## src/rtl/seg7_pkg.sv

```systemverilog
// Shared types and constants for the 7-segment scan controller.
package seg7_pkg;

  typedef enum logic {
    BLANK = 1'b0,
    SHOW  = 1'b1
  } state_e;

  localparam logic [6:0] SEG_OFF = 7'h7F;
  localparam logic [3:0] AN_OFF  = 4'hF;

  // Element k is the active-low {g,f,e,d,c,b,a} pattern for hex digit k.
  localparam logic [15:0][6:0] HEX_SEG = {
    7'h0E, 7'h06, 7'h21, 7'h46, 7'h03, 7'h08, 7'h10, 7'h00,
    7'h78, 7'h02, 7'h12, 7'h19, 7'h30, 7'h24, 7'h79, 7'h40
  };

endpackage

```

## src/rtl/seg7_hex_decode.sv

```systemverilog
// Hex nibble to active-low 7-segment pattern.
module seg7_hex_decode
  import seg7_pkg::*;
(
  input  logic [3:0] hex_i,
  output logic [6:0] seg_n_o
);

  assign seg_n_o = HEX_SEG[hex_i];

endmodule

```

## src/rtl/seg7_scan_ctrl.sv

```systemverilog
// Four-digit time-multiplexed 7-segment scanner with frame-aligned data load.
//
// state | meaning
// BLANK | all anodes off for BLANK_CYCLES before digit idx
// SHOW  | digit idx driven for DWELL_CYCLES (dark if its enable is clear)
module seg7_scan_ctrl
  import seg7_pkg::*;
#(
  parameter int unsigned DWELL_CYCLES = 50000,
  parameter int unsigned BLANK_CYCLES = 500,
  parameter int unsigned CNT_W        = 17
) (
  input  logic        clk,
  input  logic        rst,
  input  logic [15:0] digit_val,
  input  logic [3:0]  digit_en,
  input  logic [3:0]  dp_in,
  input  logic        load,
  output logic        load_ack,
  output logic [6:0]  seg_n,
  output logic        dp_n,
  output logic [3:0]  an_n,
  output logic        frame_start
);

  localparam logic [CNT_W-1:0] BLANK_LAST = CNT_W'(BLANK_CYCLES - 1);
  localparam logic [CNT_W-1:0] DWELL_LAST = CNT_W'(DWELL_CYCLES - 1);

  state_e            state_q, state_d;
  logic [1:0]        idx_q, idx_d;
  logic [CNT_W-1:0]  timer_q, timer_d;
  logic [15:0]       val_q, val_d;
  logic [3:0]        en_q, en_d;
  logic [3:0]        dp_q, dp_d;
  logic              pend_q, pend_d;
  logic [3:0]        an_q, an_d;
  logic [6:0]        seg_q, seg_d;
  logic              dpn_q, dpn_d;
  logic              boundary;
  logic              take;
  logic [3:0]        nib;
  logic [6:0]        nib_seg;

  // Boundary is decoded from registered state so it coincides with the
  // first post-reset cycle; the capture acknowledges a same-cycle load.
  assign boundary    = (state_q == BLANK) && (idx_q == 2'd0) && (timer_q == '0) && !rst;
  assign take        = boundary && (pend_q || load);
  assign frame_start = boundary;
  assign load_ack    = take;

  always_comb begin
    state_d = state_q;
    idx_d   = idx_q;
    timer_d = timer_q + 1'b1;
    if (state_q == BLANK) begin
      if (timer_q == BLANK_LAST) begin
        state_d = SHOW;
        timer_d = '0;
      end
    end else begin
      if (timer_q == DWELL_LAST) begin
        state_d = BLANK;
        idx_d   = idx_q + 2'd1;
        timer_d = '0;
      end
    end
  end

  always_comb begin
    val_d  = take ? digit_val : val_q;
    en_d   = take ? digit_en  : en_q;
    dp_d   = take ? dp_in     : dp_q;
    pend_d = take ? 1'b0      : (pend_q | load);
  end

  assign nib = val_d[{idx_d, 2'b00} +: 4];

  seg7_hex_decode u_dec (
    .hex_i   (nib),
    .seg_n_o (nib_seg)
  );

  // Outputs are computed from next state so anode and segments switch together.
  always_comb begin
    an_d  = AN_OFF;
    seg_d = SEG_OFF;
    dpn_d = 1'b1;
    if (state_d == SHOW && en_d[idx_d]) begin
      an_d  = ~(4'b0001 << idx_d);
      seg_d = nib_seg;
      dpn_d = ~dp_d[idx_d];
    end
  end

  always_ff @(posedge clk) begin
    if (rst) begin
      state_q <= BLANK;
      idx_q   <= 2'd0;
      timer_q <= '0;
      val_q   <= '0;
      en_q    <= '0;
      dp_q    <= '0;
      pend_q  <= 1'b0;
      an_q    <= AN_OFF;
      seg_q   <= SEG_OFF;
      dpn_q   <= 1'b1;
    end else begin
      state_q <= state_d;
      idx_q   <= idx_d;
      timer_q <= timer_d;
      val_q   <= val_d;
      en_q    <= en_d;
      dp_q    <= dp_d;
      pend_q  <= pend_d;
      an_q    <= an_d;
      seg_q   <= seg_d;
      dpn_q   <= dpn_d;
    end
  end

  assign an_n  = an_q;
  assign seg_n = seg_q;
  assign dp_n  = dpn_q;

endmodule

```

## config.mk

```make
export PLATFORM = sky130hd
export DESIGN_NAME = seg7_scan_ctrl
export DESIGN_NICKNAME = d
export VERILOG_FILES = /design/src/rtl/seg7_pkg.sv /design/src/rtl/seg7_hex_decode.sv /design/src/rtl/seg7_scan_ctrl.sv
export SDC_FILE = /design/constraint.sdc
export NUM_CORES = 1
export LEC_CHECK = 0
export ABC_AREA = 1
export BUFFER_PORTS_ARGS = -buffer_cell sky130_fd_sc_hd__buf_2
export CAP_MARGIN = 20
export CORE_MARGIN = 1
export CORE_UTILIZATION = 40
export DETAILED_ROUTE_END_ITERATION = 16
export PLACE_DENSITY = 0.68
export SLEW_MARGIN = 10
export SYNTH_ARGS = -nofsm -noshare
export SYNTH_HDL_FRONTEND = slang
export SYNTH_SLANG_ARGS = --single-unit
```

## constraint.sdc

```tcl
create_clock -name clk -period 2.43 [get_ports clk]
set_clock_uncertainty 0.1 [all_clocks]
set_input_delay 0.486 -clock clk [delete_from_list [all_inputs] [get_ports clk]]
set_output_delay 0.486 -clock clk [all_outputs]
set_load 0.02 [all_outputs]
```

==> reports/qor.yml, run 1 <==
status: "finished with violations"
violations: "setup timing"
grt_util_all_layers: 0.199
drive_gt1_frac: 0.376
htreeDepth: 3
min_period_ps: 2440
end_kind: "flip-flop"
yosys_warnings: 0
synth_area_per_cell_um2: 7.03
grt_pass1_wl_um: 12000
cts_tree: "done"
antenna_found_initial: 0
max_freq_mhz: 411
diodes: 0
hp-class: "primary input to flip-flop"
setup_viol_count_final: 2
ys_ff_latch: 57
finalWeightedCongestion: 0.907
finalCritPeriodShare: 1.00
rsz0062_at_grt: "yes"
dr_total_vias: 3019
synth_top_area_share: 0.372
first_pass_iters: 4
setup_tns_ps: -11.2
dieArea_um2: 8010
core_um2: 7330
dp_slack_ps: -77.1
wirelength_um: 7520
startpoint_type: "flip-flop"
max_slew_margin: 0.762
synth_area_um2: 3060
ir_drop_uv: 304
synth-edff-count: 0
fp-row-count: 31
ant_nets: 0
arrival_ps: 2610
final_hold_viol_count: 0
cts_hold_buffers: 0
cp_slowest_cell: "dfxtp_4"
ios: 41
grt_max_degree: 32
synthFlopType: "dfxtp_1"
drc: 0
root_buffer: "clkbuf_8"
max_stage_delay_ps: 360
dpl.hpwl_um: 5330
die_y_um: 89.5
whs_ps: 314
worst_path_most_repeated_cell: "nand2_1"
fp.dieW_um: 89.5
drt_iter0_markers: 173
vias_per_cell: 4.81
fin_nets: 562
leakagePower_nw: 1.90
cts_sinks: 57
worstMarginPinSlew_ps: 357
synth_cell_type_count: 34
cap_violations: 0
fillers: 673
layout_setup_ws_ps: -5.97
syn_nets: 472
area_growth_pct: 34.7
crit_required_ps: 2610
syn_inst: 436
grt_overflow: 0
clkLatencyLatePin_ps: 340
port_buffers: 40
crit_chain: "buf_6 > inv_4 > ha_4 > inv_2 > nor2_2 > nand3_2 > nor2_4 > nand3_4 > buf_8 > nand2_4 > nand2_2 > nand2_1 > nand2_2 > nor2_4 > buf_6 > ha_2 > nand3_1 > nand2_1 > nand2_1 > nand3_1"
async_flop_share: 0
detail_route.wl_per_cell_um: 12.0
cts_buffer_depth: 2
drv_slew: 0
synth_area_leaders: "dfxtp_1, nand2_1, nor2_1, nand3_1, inv_1"
ys_seq_area_frac: 0.372
yosysTopAreaCell: "dfxtp_1"
power.density_nw_per_um2: 530
worst-path-max-fanout: 8
cts_buffers: 9
clkTransAtPathRegs_ps: 60
start_util: 0.418
critical_path_class: "flip-flop to flip-flop"
grt_pass1_vias: 2728
-- Yosys cell counts (6+ instances only) --
cell type	number
dfxtp_1	57
ha_1	9
nand2_2	12
nor2_4	7
nor3_1	6
nor2_1	49
nand4_1	17
inv_1	32
nand2_1	140
nor2_2	9
a21oi_1	19
nand3_1	33
-- kinds of logic (layout without fill, tap and decap cells) --
| group | count (synthesis) | count (layout) | synth area share |
|---|---|---|---|
| DFF | 57 | 57 | 0.372 |
| buffers and inverters | 45 | 137 | 0.0694 |
| xor gates and xnor gates | 7 | 7 | 0.0200 |
| AOI/OAI and AO/OA | 28 | 28 | 0.0543 |
| muxes | 3 | 3 | 0.00980 |
| adders and majority gates | 9 | 9 | 0.0368 |
| and+or+nand+nor | 287 | 288 | 0.437 |
-- layer usage --
layer | GRT usage | part of all wire | vias up
met4 | 0.0866 | 0.013 | 0
met5 | 0 | 0 | -
met1 | 0.263 | 0.46 | 1368
met2 | 0.314 | 0.48 | 65
met3 | 0.0416 | 0.049 | 8
li1 | - | - | 1578
-- final timing paths --
path	startpoint	to	slack, ps	cells past startpoint
max	timer_q[0]	seg_n[3]	-6	20
min	dp_in[3]	dp_q[3]	310	3
max reg2reg	timer_q[0]	seg_n[3]	-6	20
min reg2reg	val_q[10]	val_q[10]	370	2
-- what timing repair did --
item                                    in CTS  in global routing
gates resized for setup                     41                 41
setup buffers                                6                  4
cloned                                       0                  1
endpoints found under the setup margin       8                 14
pin swaps                                   18                 19
-- cell type report --
cell class / count / area [um2] / area share
multi-input cells: 335 / 1950 / 0.471
well taps: 99 / 124 / 0.0300
clock inverters: 4 / 45.0 / 0.0109
inverters: 34 / 135 / 0.0327
clock buffers: 10 / 138 / 0.0334
repair buffers: 89 / 593 / 0.144
flip-flops and latches: 57 / 1150 / 0.278
-- sequential cells by signal, indices dropped and copies added, names as in the netlist --
register and cells:
val_q 16, pend_q 1, idx_q 2, en_q 4, dp_n 1, seg_n 7, timer_q 17, state_q 1
an_n 4, dp_q 4
-- report_power, final --
group	internal (mW)	switching (mW)
sequential	0.965	0.0151
clock	0.484	0.369
combinational	0.146	0.206
total	1.60	0.590
-- cell usage in the layout, fill, tap and decap left out, types with 4 or more instances in the layout --
master    synthesis  layout
inv_1            32      26
nand2_1         140     107
nand3_1          33      29
nor2_4            7       8
ha_4              0       4
clkbuf_8          0      10
nand4_1          17      17
a21oi_1          19      18
nand2_2          12      34
buf_4             1      45
inv_2             1       6
o21ai_2           4       4
xor2_1            4       4
buf_6             5       4
nand3_2           3       7
nor3_1            6       6
nor2_2            9      12
dfxtp_1          57      55
nand2_4           0      11
nor2_1           49      46
buf_2             1      39
-- worst max-delay path: cells and delay by family (launching register included) --
family,cells,cell delay (ps)
adders and majority gates,2,280
DFF,1,360
buffers and inverters,5,520
and+or+nand+nor,13,1130
-- metrics by stage --
step | std cells | instance area, um2 | utilization | total power [mW]
after floorplan | 436 | 3060 | - | 1.19
after global placement | 604 | 3600 | 0.492 | 1.28
after detailed placement | 604 | 3600 | 0.492 | 1.28
after CTS | 624 | 3950 | 0.539 | 2.17
after global routing | 628 | 4130 | 0.563 | 2.28
final | 628 | 4130 | 0.563 | 2.19
No activity file was read; power rests on OpenSTA's default activity.
==> inputs of run 2 (changes only) <==
--- a/config.mk
+++ b/config.mk
@@ -11,8 +11,9 @@
 export CORE_MARGIN = 1
 export CORE_UTILIZATION = 40
 export DETAILED_ROUTE_END_ITERATION = 16
-export PLACE_DENSITY = 0.68
+export PLACE_DENSITY = 0.66
 export SLEW_MARGIN = 10
 export SYNTH_ARGS = -nofsm -noshare
 export SYNTH_HDL_FRONTEND = slang
+export SYNTH_HIERARCHICAL = 1
 export SYNTH_SLANG_ARGS = --single-unit
==> constraint.sdc (replaced) <==
create_clock -name clk -period 2.4 [get_ports clk]
set_clock_uncertainty 0.1 [all_clocks]
set_input_delay 0.48 -clock clk [delete_from_list [all_inputs] [get_ports clk]]
set_output_delay 0.48 -clock clk [all_outputs]
set_load 0.02 [all_outputs]
==> run 2 against run 1 <==
Net effect:
- the run still ends with setup timing left
- fmax shrank 4.2%
- worst hold slack worse by 13 ps
- non-clock buffer count rose by 39
- first-iteration DRC count decreased by 12%
- total power rose by 19%
- clock-buffer cell count shrank 1
- sequential share of layout area down 2.1 points
- setup slack got worse by 140 ps
- critical path type unchanged
- highest routed layer unchanged
==> reports/qor.yml, run 2 <==
status: "finished with violations"
violations: "setup timing"
grt_util_all_layers: 0.217
power.density_nw_per_um2: 584
drive_gt1_frac: 0.439
startpoint_type: "flip-flop"
crit_chain: "inv_2 > ha_4 > inv_2 > nor2_4 > nand4_1 > nor2_4 > nand3_4 > or2_4 > o211ai_1 > nand4_1 > buf_4 > ha_4 > nand2_4 > o21ai_2 > nand2_1 > nand2_1 > inv_1 > nand3_2"
fp.dieW_um: 88.8
worst-path-max-fanout: 3
antenna_found_initial: 0
yosys_warnings: 6
final_common_cell: "nand2_1"
utilization: 0.615
cts_tree: "done"
synthFlopType: "dfxtp_1"
reg2reg_to: "seg_n[5]"
drv_slew: 0
hp-class: "primary input to flip-flop"
cap_violations: 0
fp-row-count: 31
layout_setup_ws_ps: -143
ir_drop_uv: 313
arrival_ps: 2680
finalCritPeriodShare: 1.06
largest_register_ffs: 17
crit_end: "seg_n[5]"
fin_nets: 586
worstMarginPinSlew_ps: 360
path_depth: 18
dpl.hpwl_um: 5450
start_util: 0.415
drc: 0
area_growth_pct: 48.2
final_hold_viol_count: 0
finalWeightedCongestion: 0.891
port_buffers: 40
path_buf_inv: 4
ant_nets: 0
end_kind: "flip-flop"
min_period_ps: 2540
cp-startpoint: "timer_q[0]"
die_y_um: 88.8
cp_slowest_cell: "dfxtp_2"
max_stage_delay_ps: 320
vias_per_cell: 4.71
crit_required_ps: 2540
wirelength_um: 7960
leakagePower_nw: 2.06
max_slew_margin: 0.758
crit_family: "simple AND/OR/NAND/NOR gates"
synth-edff-count: 0
drt_iter0_markers: 152
synth_most_common_cell: "nand2_1"
htreeDepth: 3
ios: 41
detail_route.wl_per_cell_um: 12.2
r2r_start: "timer_q[0]"
async_flop_share: 0
syn_nets: 458
synth_top_area_share: 0.379
setup_viol_count_final: 8
most-common-layout-cells: "nand2_1, buf_4, dfxtp_1"
synth_area_leaders: "dfxtp_1, nand2_1, inv_1, nor2_1, ha_1"
dr_total_vias: 3076
grt_pass1_vias: 2863
layout.cells.non_filler: 653
diodes: 0
whs_ps: 300
core_um2: 7250
synth_cell_type_count: 39
syn_inst: 421
root_buffer: "clkbuf_8"
top_register: "timer_q"
ys_seq_area_frac: 0.379
synth_area_um2: 3010
grt_overflow: 0
finalPower_mw: 2.61
hp-start: "digit_val[7]"
synthTopCellsByCount: "nand2_1, inv_1, dfxtp_1"
yosysTopAreaCell: "dfxtp_1"
clkTransAtPathRegs_ps: 70
dieArea_um2: 7880
cts_buffers: 9
rsz0062_at_grt: "yes"
dp_cells: 619
grt_pass1_wl_um: 12800
r2r_setup_slack_ps: -140
first_pass_iters: 5
cts_sinks: 57
min_path_cells: 3
synth_area_per_cell_um2: 7.15
dp_slack_ps: -335
ff2ff_path_depth: 18
clkLatencyLatePin_ps: 340
ys_ff_latch: 57
cts_buffer_depth: 2
critical_path_class: "flip-flop to flip-flop"
grt_max_degree: 32
max_freq_mhz: 393
[run 2: cell families (layout without fill, tap and decap cells)]
family,Yosys count,count (layout),synth area share
compound gates,41,41,0.0744
xor+xnor,7,7,0.0204
fa+ha+maj,10,10,0.0415
buf+inv,79,211,0.108
flops,57,57,0.379
simple gates,227,228,0.377
[run 2: timing repair]
action,in CTS,in global routing
gates cloned,1,1
hold buffers,0,0
buffers inserted,14,2
pin swaps,29,18
endpoints found under the setup margin,8,14
gates resized for setup,56,20
[run 2: cell type report]
type | instances | area (um2)
tap | 99 | 124
sequential | 57 | 1150
inverter | 67 | 264
clock inverter | 7 | 125
clock buffer | 9 | 124
multi-input combinational | 286 | 1770
fill | 617 | 2790
timing repair buffer | 128 | 911
[run 2: per-stage QoR]
stage | instance area [um2] | setup TNS [ps]
after floorplan | 3070 | -217
after detailed placement | 3850 | -2110
after CTS | 4370 | -572
final | 4460 | -799
after global routing | 4460 | -2180
after global placement | 3850 | -1310
[run 2: per-layer routing]
| layer | track usage | part of all wire | up-vias |
|---|---|---|---|
| met5 | 0 | 0 | - |
| met4 | 0.0748 | 0.020 | 0 |
| met3 | 0.0625 | 0.059 | 21 |
| met2 | 0.358 | 0.46 | 101 |
| met1 | 0.271 | 0.46 | 1371 |
| li1 | - | - | 1583 |
[run 2: how the worst min path moves through the flow]
stage / endpoint / slack (ps)
after floorplan: timer_q[0] / 320
after global placement: val_q[3] / 360
after detailed placement: val_q[7] / 360
after CTS: val_q[7] / 290
after global routing: val_q[1] / 300
final: val_q[7] / 300
[run 2: worst register-to-register path: stages, from the launching register on]
cell and delay (ps):
dfxtp_2 320, inv_2 60, ha_4 130, inv_2 40, nor2_4 100, nand4_1 150
nor2_4 180, nand3_4 90, or2_4 230, o211ai_1 110, nand4_1 200, buf_4 210
ha_4 170, nand2_4 80, o21ai_2 50, nand2_1 60, nand2_1 50, inv_1 60
nand3_2 50
[run 2: power breakdown]
group          total [mW]  switching (mW)  internal [mW]
registers           0.989          0.0106          0.978
logic               0.484           0.266          0.218
clock network        1.13           0.434          0.700
total                2.61           0.711           1.90
